===== src/rtl/io_timer_responder.sv =====
// Memory-mapped I/O responder: LED/switch registers plus a prescaled 32-bit
// timer with compare match, autoreload and a level interrupt.
module io_timer_responder #(
  parameter logic [31:0] IO_BASE = 32'h00007F00,
  parameter int          CLK_DIV = 50000
) (
  input  logic        clk,
  input  logic        rst,
  input  logic [31:0] address,
  input  logic        MemRead,
  input  logic        MemWrite,
  input  logic [31:0] io_memory_write,
  output logic [31:0] io_memory_read,
  output logic        valid_io_read,
  input  logic [15:0] sw,
  output logic [15:0] led,
  output logic        timer_irq
);

  localparam int            PW       = $clog2(CLK_DIV);
  localparam logic [PW-1:0] PRE_LAST = PW'(CLK_DIV - 1);

  localparam logic [7:0] OFF_LED    = 8'h00;
  localparam logic [7:0] OFF_SW     = 8'h04;
  localparam logic [7:0] OFF_CTRL   = 8'h08;
  localparam logic [7:0] OFF_COUNT  = 8'h0C;
  localparam logic [7:0] OFF_CMP    = 8'h10;
  localparam logic [7:0] OFF_STATUS = 8'h14;

  logic [15:0]   sw_meta;
  logic [15:0]   sw_sync;
  logic [1:0]    ctrl;
  logic [31:0]   count;
  logic [31:0]   cmp_reg;
  logic [PW-1:0] prescaler;

  logic        sel;
  logic [7:0]  offset;
  logic        wr_en;
  logic        rd_en;
  logic        tick;
  logic [31:0] count_inc;
  logic        count_wr;
  logic        match_set;
  logic        match_clr;
  logic [31:0] read_data;

  assign sel       = (address[31:8] == IO_BASE[31:8]);
  assign offset    = address[7:0];
  assign wr_en     = MemWrite && sel;
  assign rd_en     = MemRead && sel;
  assign tick      = ctrl[0] && (prescaler == PRE_LAST);
  assign count_inc = count + 32'd1;
  assign count_wr  = wr_en && (offset == OFF_COUNT);
  // A software COUNT write cancels the whole tick, including any match it would raise.
  assign match_set = tick && !count_wr && (count_inc == cmp_reg);
  assign match_clr = wr_en && (offset == OFF_STATUS) && io_memory_write[0];

  always_comb begin
    read_data = '0;
    case (offset)
      OFF_LED:    read_data = {16'h0, led};
      OFF_SW:     read_data = {16'h0, sw_sync};
      OFF_CTRL:   read_data = {30'h0, ctrl};
      OFF_COUNT:  read_data = count;
      OFF_CMP:    read_data = cmp_reg;
      OFF_STATUS: read_data = {31'h0, timer_irq};
      default:    read_data = '0;
    endcase
  end

  always_ff @(posedge clk) begin
    if (rst) begin
      sw_meta        <= '0;
      sw_sync        <= '0;
      led            <= '0;
      ctrl           <= '0;
      count          <= '0;
      cmp_reg        <= '0;
      prescaler      <= '0;
      timer_irq      <= 1'b0;
      io_memory_read <= '0;
      valid_io_read  <= 1'b0;
    end else begin
      sw_meta <= sw;
      sw_sync <= sw_meta;

      valid_io_read <= rd_en;
      if (rd_en)
        io_memory_read <= read_data;

      if (wr_en) begin
        case (offset)
          OFF_LED:  led     <= io_memory_write[15:0];
          OFF_CTRL: ctrl    <= io_memory_write[1:0];
          OFF_CMP:  cmp_reg <= io_memory_write;
          default:  ;
        endcase
      end

      if (count_wr || !ctrl[0] || tick)
        prescaler <= '0;
      else
        prescaler <= prescaler + 1'b1;

      if (count_wr)
        count <= io_memory_write;
      else if (tick)
        count <= (match_set && ctrl[1]) ? 32'd0 : count_inc;

      // Setting has priority over a simultaneous write-1-to-clear.
      if (match_set)
        timer_irq <= 1'b1;
      else if (match_clr)
        timer_irq <= 1'b0;
    end
  end

endmodule

===== config.mk =====
export PLATFORM = sky130hd
export DESIGN_NAME = io_timer_responder
export DESIGN_NICKNAME = d
export VERILOG_FILES = /design/src/rtl/io_timer_responder.sv
export SDC_FILE = /design/constraint.sdc
export NUM_CORES = 1
export LEC_CHECK = 0
export CAP_MARGIN = 20
export CORE_MARGIN = 5
export CORE_UTILIZATION = 34
export CTS_CLUSTER_DIAMETER = 80
export DETAILED_ROUTE_END_ITERATION = 8
export PLACE_DENSITY = 0.61
export SLEW_MARGIN = 10
export SYNTH_ARGS = -nofsm -noshare
export SYNTH_HDL_FRONTEND = slang
export SYNTH_SLANG_ARGS = --single-unit

===== constraint.sdc =====
create_clock -name clk -period 4.3 [get_ports clk]
set_input_delay 0.43 -clock clk [delete_from_list [all_inputs] [get_ports clk]]
set_output_delay 0.43 -clock clk [all_outputs]
set_load 0.02 [all_outputs]

; ---- Word level (Yosys, flattened, before mapping)
; Cells that the tools add are included.
[word_totals]
regBits = 164
[op_classes]
n_addsub = 2
eq_ne = 8
muxes = 6
reduce_logical = 20
[op_table]
columns = cell, count
row1 = $pmux 32 s6, 1
row2 = $mux 32, 3
row3 = $add 32x1->32 const B, 1
row4 = $eq 32x32->1, 1
row5 = $eq 24x7->1 const B, 1
row6 = $add 16x1->16 const B, 1
row7 = $eq 16x16->1 const B, 1
row8 = $eq 8x4->1 const B, 2
row9 = $eq 8x5->1 const B, 2
row10 = $logic_and 1x1->1, 9
row11 = $eq 8x3->1 const B, 1
row12 = $logic_not 8->1, 1
row13 = $reduce_and 2->1, 3
row14 = $reduce_bool 2->1, 2
row15 = $logic_not 1->1, 2
row16 = $logic_or 1x1->1, 2
row17 = $mux 1, 2
row18 = $reduce_or 2->1, 1

; ---- Depth between registers and ports, before layout
; Gate-level depths: netlist of run 1.
[depth]
ltp_word = 10
ltp_mapped = 13
ltp_nobuf = 10

; ---- Worst setup path after synthesis of run 1
; Ideal clock, no wire load.
[synth_timing]
path_kind = register -> register
startpoint = reg count[0]
endpoint = reg count[25]
arrival_ns = 3.110
slack_ns = 1.058
path_stages_with_launch = 12
synth_period_minus_slack_ns = 3.242
path_cell_list = dfxtp_1 ha_1 nand3_1 or4_4 mux2i_1 a22oi_1 or4b_1 nor4_4 a21oi_1 buf_2 a22oi_1 a21oi_1
[synth_between]
elab_chain_cells = 7
[synth_lines]
columns = element, line
row1 = start: declaration, 33  ; logic [31:0] count;
row2 = start signal: assignment, 107  ; count <= io_memory_write;
row3 = start signal: assignment, 109  ; count <= (match_set && ctrl[1]) ? 32'd0 : count_inc;
row4 = $add 32x1->32 *, 53  ; assign count_inc = count + 32'd1;
row5 = $eq 32x32->1, 56  ; assign match_set = tick && !count_wr && (count_inc == cmp_reg);
row6 = $logic_and 1x1->1, 56
row7 = $logic_and 1x1->1, 109
row8 = $mux 32 *, 109
row9 = $mux 32 *, 108  ; else if (tick)
row10 = $mux 32 *, 106  ; if (count_wr)
; Mark *: on every way between the ends. The rest lies on a longest branch, timed or not. The select of a mux whose other input is x is not followed.
; A chain may end at the register's enable or synchronous reset.

; ---- Worst setup path in the final report of run 1
[layout_timing]
startpoint = reg count[22]
endpoint = reg count[1]
[layout_between]
elab_chain_cells = 7
[layout_lines]
columns = element, line
row1 = $add 32x1->32, 53
row2 = $eq 32x32->1, 56
row3 = $logic_and 1x1->1, 56
row4 = $logic_and 1x1->1, 109
row5 = $mux 32, 109
row6 = $mux 32, 108
row7 = $mux 32, 106
; Every way passes these cells. The select of a mux whose other input is x is not followed.

==> impl_metrics.csv, run 1 <==
group,metric,value,unit
outcome,status,"finished clean",
pwr,clkPwrFrac,0.492,
routing,wl,26200,um
placement,placed_cells,1445,
cts,cts_tree,"yes",
setup_path,reg2reg_depth,9,
setup_path,worstSetupPathType,"register to register",
setup_path,worstReg2RegEnd,"count[1]$_SDFFE_PP0P_",
placement,dpl_cell_area,9970,um^2
synthesis,ys_seq_area_frac,0.396,
routing,wl_met3,1490,um
setup_path,crit_chain,"nand4_1, nor4_1, and4_1, o22ai_1, or4b_1, nor4_4, a21oi_1, a22oi_1, a211oi_1",
layout,antenna_cells,0,
setup_path,crit_fanout,11,
routing,vias_per_cell,5.40,
setup_path,worstReg2RegStart,"count[22]$_SDFFE_PP0P_",
timing,finalCritPeriodShare,0.890,
cts,cts_resized,0,
synthesis,synth_top_area_frac,0.396,
global_route,grt_max_degree,87,
cts,numCtsBuffers,17,
die,rows,57,
layout,final_nets,1226,
routing,wl_met1,12100,um
global_route,grt_pass1_vias,7891,
pwr,powerDensity,311,nW/um^2
die,die_y,166,um
timing,fin_setup_tns,0,ps
timing,fmax,261,MHz
setup_path,crit_start,"count[22]$_SDFFE_PP0P_",
setup_path,cp.required,4560,ps
layout,nFillCells,2431,
global_route,antenna_found_initial,0,
die,die_width,166,um
global_route,grt_usage,0.187,
pwr,internal_power,2550,uW
timing,max_slew_margin,0.248,
placement,port-buffer-count,133,
routing,num_vias,7969,
timing,finClkSkew,15.2,ps
cts,clock-sinks,164,
layout,area_growth,27.7,%
die,pin_count,134,
synthesis,ys_ff_latch,164,
synthesis,synthDistinctLibCells,66,
pwr,p_leak,0.00381,uW
timing,worstMarginPinSlew,1130,ps
routing,top_layer_used,"met4",
die,dieArea,27600,um^2
job,cap_violations,0,
die,core,24200,um^2
routing,dr.pass1.iters,6,
timing,min_period,3830,ps
routing,drcViolationCount,0,
timing,final_hold_viol_count,0,
global_route,grt_pass1_wl,42600,um
synthesis,yosysMostFrequentCell,"nand2_1",
timing,rsz0062_at_grt,"false",
cts,hold_buffers,0,
cts,cts_buffer_depth,2,
synthesis,synth_common_cells,"nand2_1 (189), dfxtp_1 (164), nor2_1 (86), a21oi_1 (73), clkbuf_1 (67)",
timing,setup_viol,0,
pwr,power.share.switching,0.227,
cts,clockRootBuffer,"clkbuf_16",
synthesis,yosys_warnings,0,
layout,final_cell_count_no_fill,1477,
synthesis,synth.avg_cell_area,8.01,um^2
global_route,grt_overflow,0,
placement,place_ws,455,ps
timing,drv_slew,0,
synthesis,syn_nets,1122,
setup_path,cp_slowest_cell,"nor4_1",
pwr,pwr-share-comb,0.042,
synthesis,synth_area,8290,um^2
setup_path,reg2reg_slack,470,ps
routing,ant_nets,0,
synthesis,synthCells,1036,
setup_path,max_stage_delay,620,ps
layout,drive_gt1_frac,0.0676,
pwr,ir_worst_vdd,203,uV
routing,wl_per_cell,17.7,um
placement,detailed_place_hpwl,18600,um
setup_path,crit_end,"count[1]$_SDFFE_PP0P_",
setup_path,crit_arrival,4090,ps
cts,clk_pin_slew_worst_paths,70,ps
cts,htree_levels,4,
timing,setup_slack,472,ps
die,start_util,0.343,
hold_path,min_path_type,"register to register",
setup_path,cp.depth,9,
pwr,pwr-share-seq,0.466,
routing,wl_met2,12200,um
routing,drtIter0Drc,686,
pwr,p_sw,748,uW
synthesis,async_flop_share,0,
synthesis,synth_area_leaders,"dfxtp_1 (40%), nand2_1 (8.6%), a21oi_1 (4.4%), xor2_1 (3.9%), nor2_1 (3.9%)",
layout,design_area,10600,um^2
cts,postCtsSetupBuffers,0,
setup_path,cp-end-kind,"register",
synthesis,yosys.area.top_type,"dfxtp_1",
placement,gp_congestion,0.937,
cts,clock_latency,430,ps
setup_path,cpLargestDelayFamily,"simple AND/OR/NAND/NOR gates",
synthesis,synth_edf_count,0,
setup_path,worst-path-buf-inv,0,
setup_path,startpoint_type,"register",
synthesis,ys.flop_type,"dfxtp_1",
-- routing by layer --
layer,GRT usage,up-vias
met3,0.0357,24
met2,0.309,272
met5,0,-
met4,0.0463,0
met1,0.254,3767
li1,-,3906
-- worst min-delay path by stage --
stage	start	endpoint	slack [ps]	cells past startpoint
2_1_floorplan	sw_meta[0]$_SDFF_PP0_	sw_sync[0]$_SDFF_PP0_	410	1
3_3_place_gp	sw_meta[10]$_SDFF_PP0_	sw_sync[10]$_SDFF_PP0_	420	1
3_5_place_dp	sw_meta[15]$_SDFF_PP0_	sw_sync[15]$_SDFF_PP0_	420	1
4_1_cts	sw_meta[13]$_SDFF_PP0_	sw_sync[13]$_SDFF_PP0_	440	1
5_1_grt	sw_meta[11]$_SDFF_PP0_	sw_sync[11]$_SDFF_PP0_	460	1
6_report	sw_meta[12]$_SDFF_PP0_	sw_sync[12]$_SDFF_PP0_	440	1
-- power groups by stage --
stage	Clock (uW)	Combinational, uW	Sequential, uW
6_report	1620	137	1530
5_1_grt	1730	147	1540
4_1_cts	1660	139	1530
3_5_place_dp	0	138	1570
3_3_place_gp	0	138	1570
2_1_floorplan	0	38.7	1570
-- metrics by stage --
stage	total power, uW	utilization	hold WS, ps
3_3_place_gp	1710	0.412	419
4_1_cts	3330	0.438	443
2_1_floorplan	1610	-	414
3_5_place_dp	1710	0.412	424
6_report	3290	0.438	436
5_1_grt	3410	0.438	457
-- area by class of cell --
| cell class | instances | area [um^2] | share of cell area |
|---|---|---|---|
| Inverter | 12 | 45.0 | 0.00425 |
| Tap cell | 324 | 405 | 0.0383 |
| Clock buffer | 18 | 429 | 0.0405 |
| Sequential cell | 164 | 3280 | 0.310 |
| Timing Repair Buffer | 163 | 1550 | 0.147 |
| Clock inverter | 14 | 193 | 0.0182 |
| Multi-Input combinational cell | 782 | 4680 | 0.442 |
-- cells by family (layout without fill, tap and decap cells) --
kind of cell | count (synthesis) | count (layout) | share of synthesized area
fa+ha+maj | 2 | 2 | 0.00302
simple gates | 478 | 478 | 0.288
buf+inv | 90 | 207 | 0.0430
mux | 8 | 8 | 0.00981
flops | 164 | 164 | 0.396
xor+xnor | 65 | 65 | 0.0686
compound gates | 229 | 229 | 0.191
-- layout by cell type (no fill, tap or decap), drive strengths merged, types with 13 or more instances in the layout --
cell and count:
nand2 189, dfxtp 164, clkdlybuf4s50 132, nor2 86
a21oi 73, a22oi 38, xor2 37, nand3 35
nor2b 33, buf 31, xnor2 28, nand4 25
o21ai 18, clkbuf 18, nor3 18, inv 17
a22o 16, a31oi 15, o211a 14, a222oi 14
nor4 14, and3 13
No activity file was read; power rests on OpenSTA's default activity.
==> run 2, diff against run 1 <==
- CTS_BUF_LIST: not set -> sky130_fd_sc_hd__clkbuf_8 sky130_fd_sc_hd__clkbuf_16
- SLEW_MARGIN: 10 -> 20
==> run 2 against run 1 <==
- clock skew increased by 0.74 ps
- final area unchanged
- non-clock buffer count unchanged
- total power about the same
- wire length increased by 0.11%
- fmax about the same
- sequential cell count unchanged
- sequential power about the same
- critical path type unchanged
- clock power about the same
- largest power group unchanged
- first-iteration DRC count increased by 0.44%
- worst hold slack about the same
==> impl_metrics.csv, run 2 (same netlist as run 1, synthesis figures left out) <==
group,metric,value,unit
layout,final_common_cell,"nand2_1",
timing,finClkSkew,15.9,ps
timing,max_slew_margin,0.247,
routing,drtIter0Drc,689,
timing,finalCritPeriodShare,0.891,
routing,wl_per_cell,17.7,um
setup_path,cp_slowest_cell,"nor4_1",
layout,nFillCells,2431,
timing,setup_viol,0,
routing,dr.pass1.iters,6,
setup_path,worst-path-buf-inv,0,
timing,final_hold_viol_count,0,
pwr,powerDensity,311,nW/um^2
layout,area_growth,27.7,%
timing,fin_setup_tns,0,ps
layout,antenna_cells,0,
placement,detailed_place_hpwl,18600,um
cts,clockRootBuffer,"clkbuf_16",
timing,worstMarginPinSlew,1130,ps
layout,design_area,10600,um^2
setup_path,crit_chain,"nand4_1, nor4_1, and4_1, o22ai_1, or4b_1, nor4_4, a21oi_1, a22oi_1, a211oi_1",
setup_path,cp.required,4560,ps
timing,drv_slew,0,
die,dieArea,27600,um^2
global_route,grt_pass1_vias,7891,
die,core,24200,um^2
setup_path,startpoint_type,"register",
cts,htree_levels,4,
global_route,grt_usage,0.187,
layout,drive_gt1_frac,0.0676,
hold_path,min_path_type,"register to register",
cts,clk_pin_slew_worst_paths,70,ps
setup_path,max_stage_delay,620,ps
layout,fin_util,0.438,
cts,clock_latency,430,ps
pwr,p_leak,0.00381,uW
die,start_util,0.343,
die,die_y,166,um
routing,ant_nets,0,
timing,min_period,3830,ps
global_route,grt_max_degree,87,
global_route,antenna_found_initial,0,
die,die_width,166,um
outcome,status,"finished clean",
cts,hold_buffers,0,
routing,wl,26200,um
routing,num_vias,7970,
layout,final_cell_mix,"nand2_1 (189), dfxtp_1 (164), clkdlybuf4s50_1 (132), nor2_1 (86), a21oi_1 (73)",
cts,cts_buffer_depth,2,
timing,rsz0062_at_grt,"false",
setup_path,cp-end-kind,"register",
setup_path,crit_arrival,4090,ps
routing,drcViolationCount,0,
cts,clock-sinks,164,
layout,final_nets,1226,
global_route,grt_overflow,0,
cts,cts_tree,"yes",
setup_path,cpLargestDelayFamily,"simple AND/OR/NAND/NOR gates",
global_route,grt_pass1_wl,42600,um
setup_path,worstSetupPathType,"register to register",
placement,port-buffer-count,133,
job,cap_violations,0,
cts,cts_resized,0,
pwr,ir_worst_vdd,203,uV
cts,numCtsBuffers,17,
timing,fmax,261,MHz
setup_path,crit_fanout,11,
placement,gp_congestion,0.937,
routing,vias_per_cell,5.40,
placement,dpl_cell_area,9970,um^2
die,pin_count,134,
cts,postCtsSetupBuffers,0,
die,rows,57,
==> run 2: cell types whose count changed in the layout (fill, tap and decap cells not counted), sizes merged <==
cell / previous run / this run
clkbuf: 18 / 17
inv: 17 / 18
==> run 2: worst reg2reg max path: stages (launching register included) <==
cell and delay, ps:
dfxtp_1 580, nand4_1 330, nor4_1 620, and4_1 300, o22ai_1 80, or4b_1 560
nor4_4 380, a21oi_1 450, a22oi_1 270, a211oi_1 100
==> run 2: power by group <==
group	switching [uW]	total, uW	leakage (uW)	internal, uW
Sequential	3.06	1530	0.00133	1530
Combinational	56.6	137	0.00219	80.7
Clock	689	1620	0.000297	931
==> run 2: through the flow <==
stage	std cells	worst slack [ps]	hold WS [ps]	power [uW]
final	1477	469	436	3290
after CTS	1477	498	443	3330
after global placement	1445	456	419	1710
after detailed placement	1445	455	424	1710
after floorplan	1036	1060	414	1610
after global routing	1477	101	457	3410
==> run 2: final timing paths <==
kind	from	endpoint	slack (ps)	depth (start not counted)
max	count[22]$_SDFFE_PP0P_	count[1]$_SDFFE_PP0P_	470	9
min	sw_meta[12]$_SDFF_PP0_	sw_sync[12]$_SDFF_PP0_	440	1
max reg2reg	count[22]$_SDFFE_PP0P_	count[1]$_SDFFE_PP0P_	470	9
min reg2reg	sw_meta[12]$_SDFF_PP0_	sw_sync[12]$_SDFF_PP0_	440	1
==> run 2: cell type report <==
| cell class | instances | area (um^2) | share of cell area |
|---|---|---|---|
| Sequential cell | 164 | 3280 | 0.310 |
| Clock inverter | 15 | 196 | 0.0186 |
| Clock buffer | 17 | 425 | 0.0402 |
| Timing Repair Buffer | 163 | 1550 | 0.147 |
| Inverter | 12 | 45.0 | 0.00425 |
| Tap cell | 324 | 405 | 0.0383 |
| Multi-Input combinational cell | 782 | 4680 | 0.442 |
==> run 2: routing by layer <==
| metal | wire (um) | track usage | share of wire | vias to the layer above |
|---|---|---|---|---|
| met3 | 1500 | 0.0357 | 0.057 | 24 |
| met2 | 12200 | 0.309 | 0.47 | 269 |
| met1 | 12100 | 0.254 | 0.46 | 3769 |
| met5 | 0 | 0 | 0 | - |
| li1 | - | - | - | 3908 |
| met4 | 350 | 0.0463 | 0.013 | 0 |
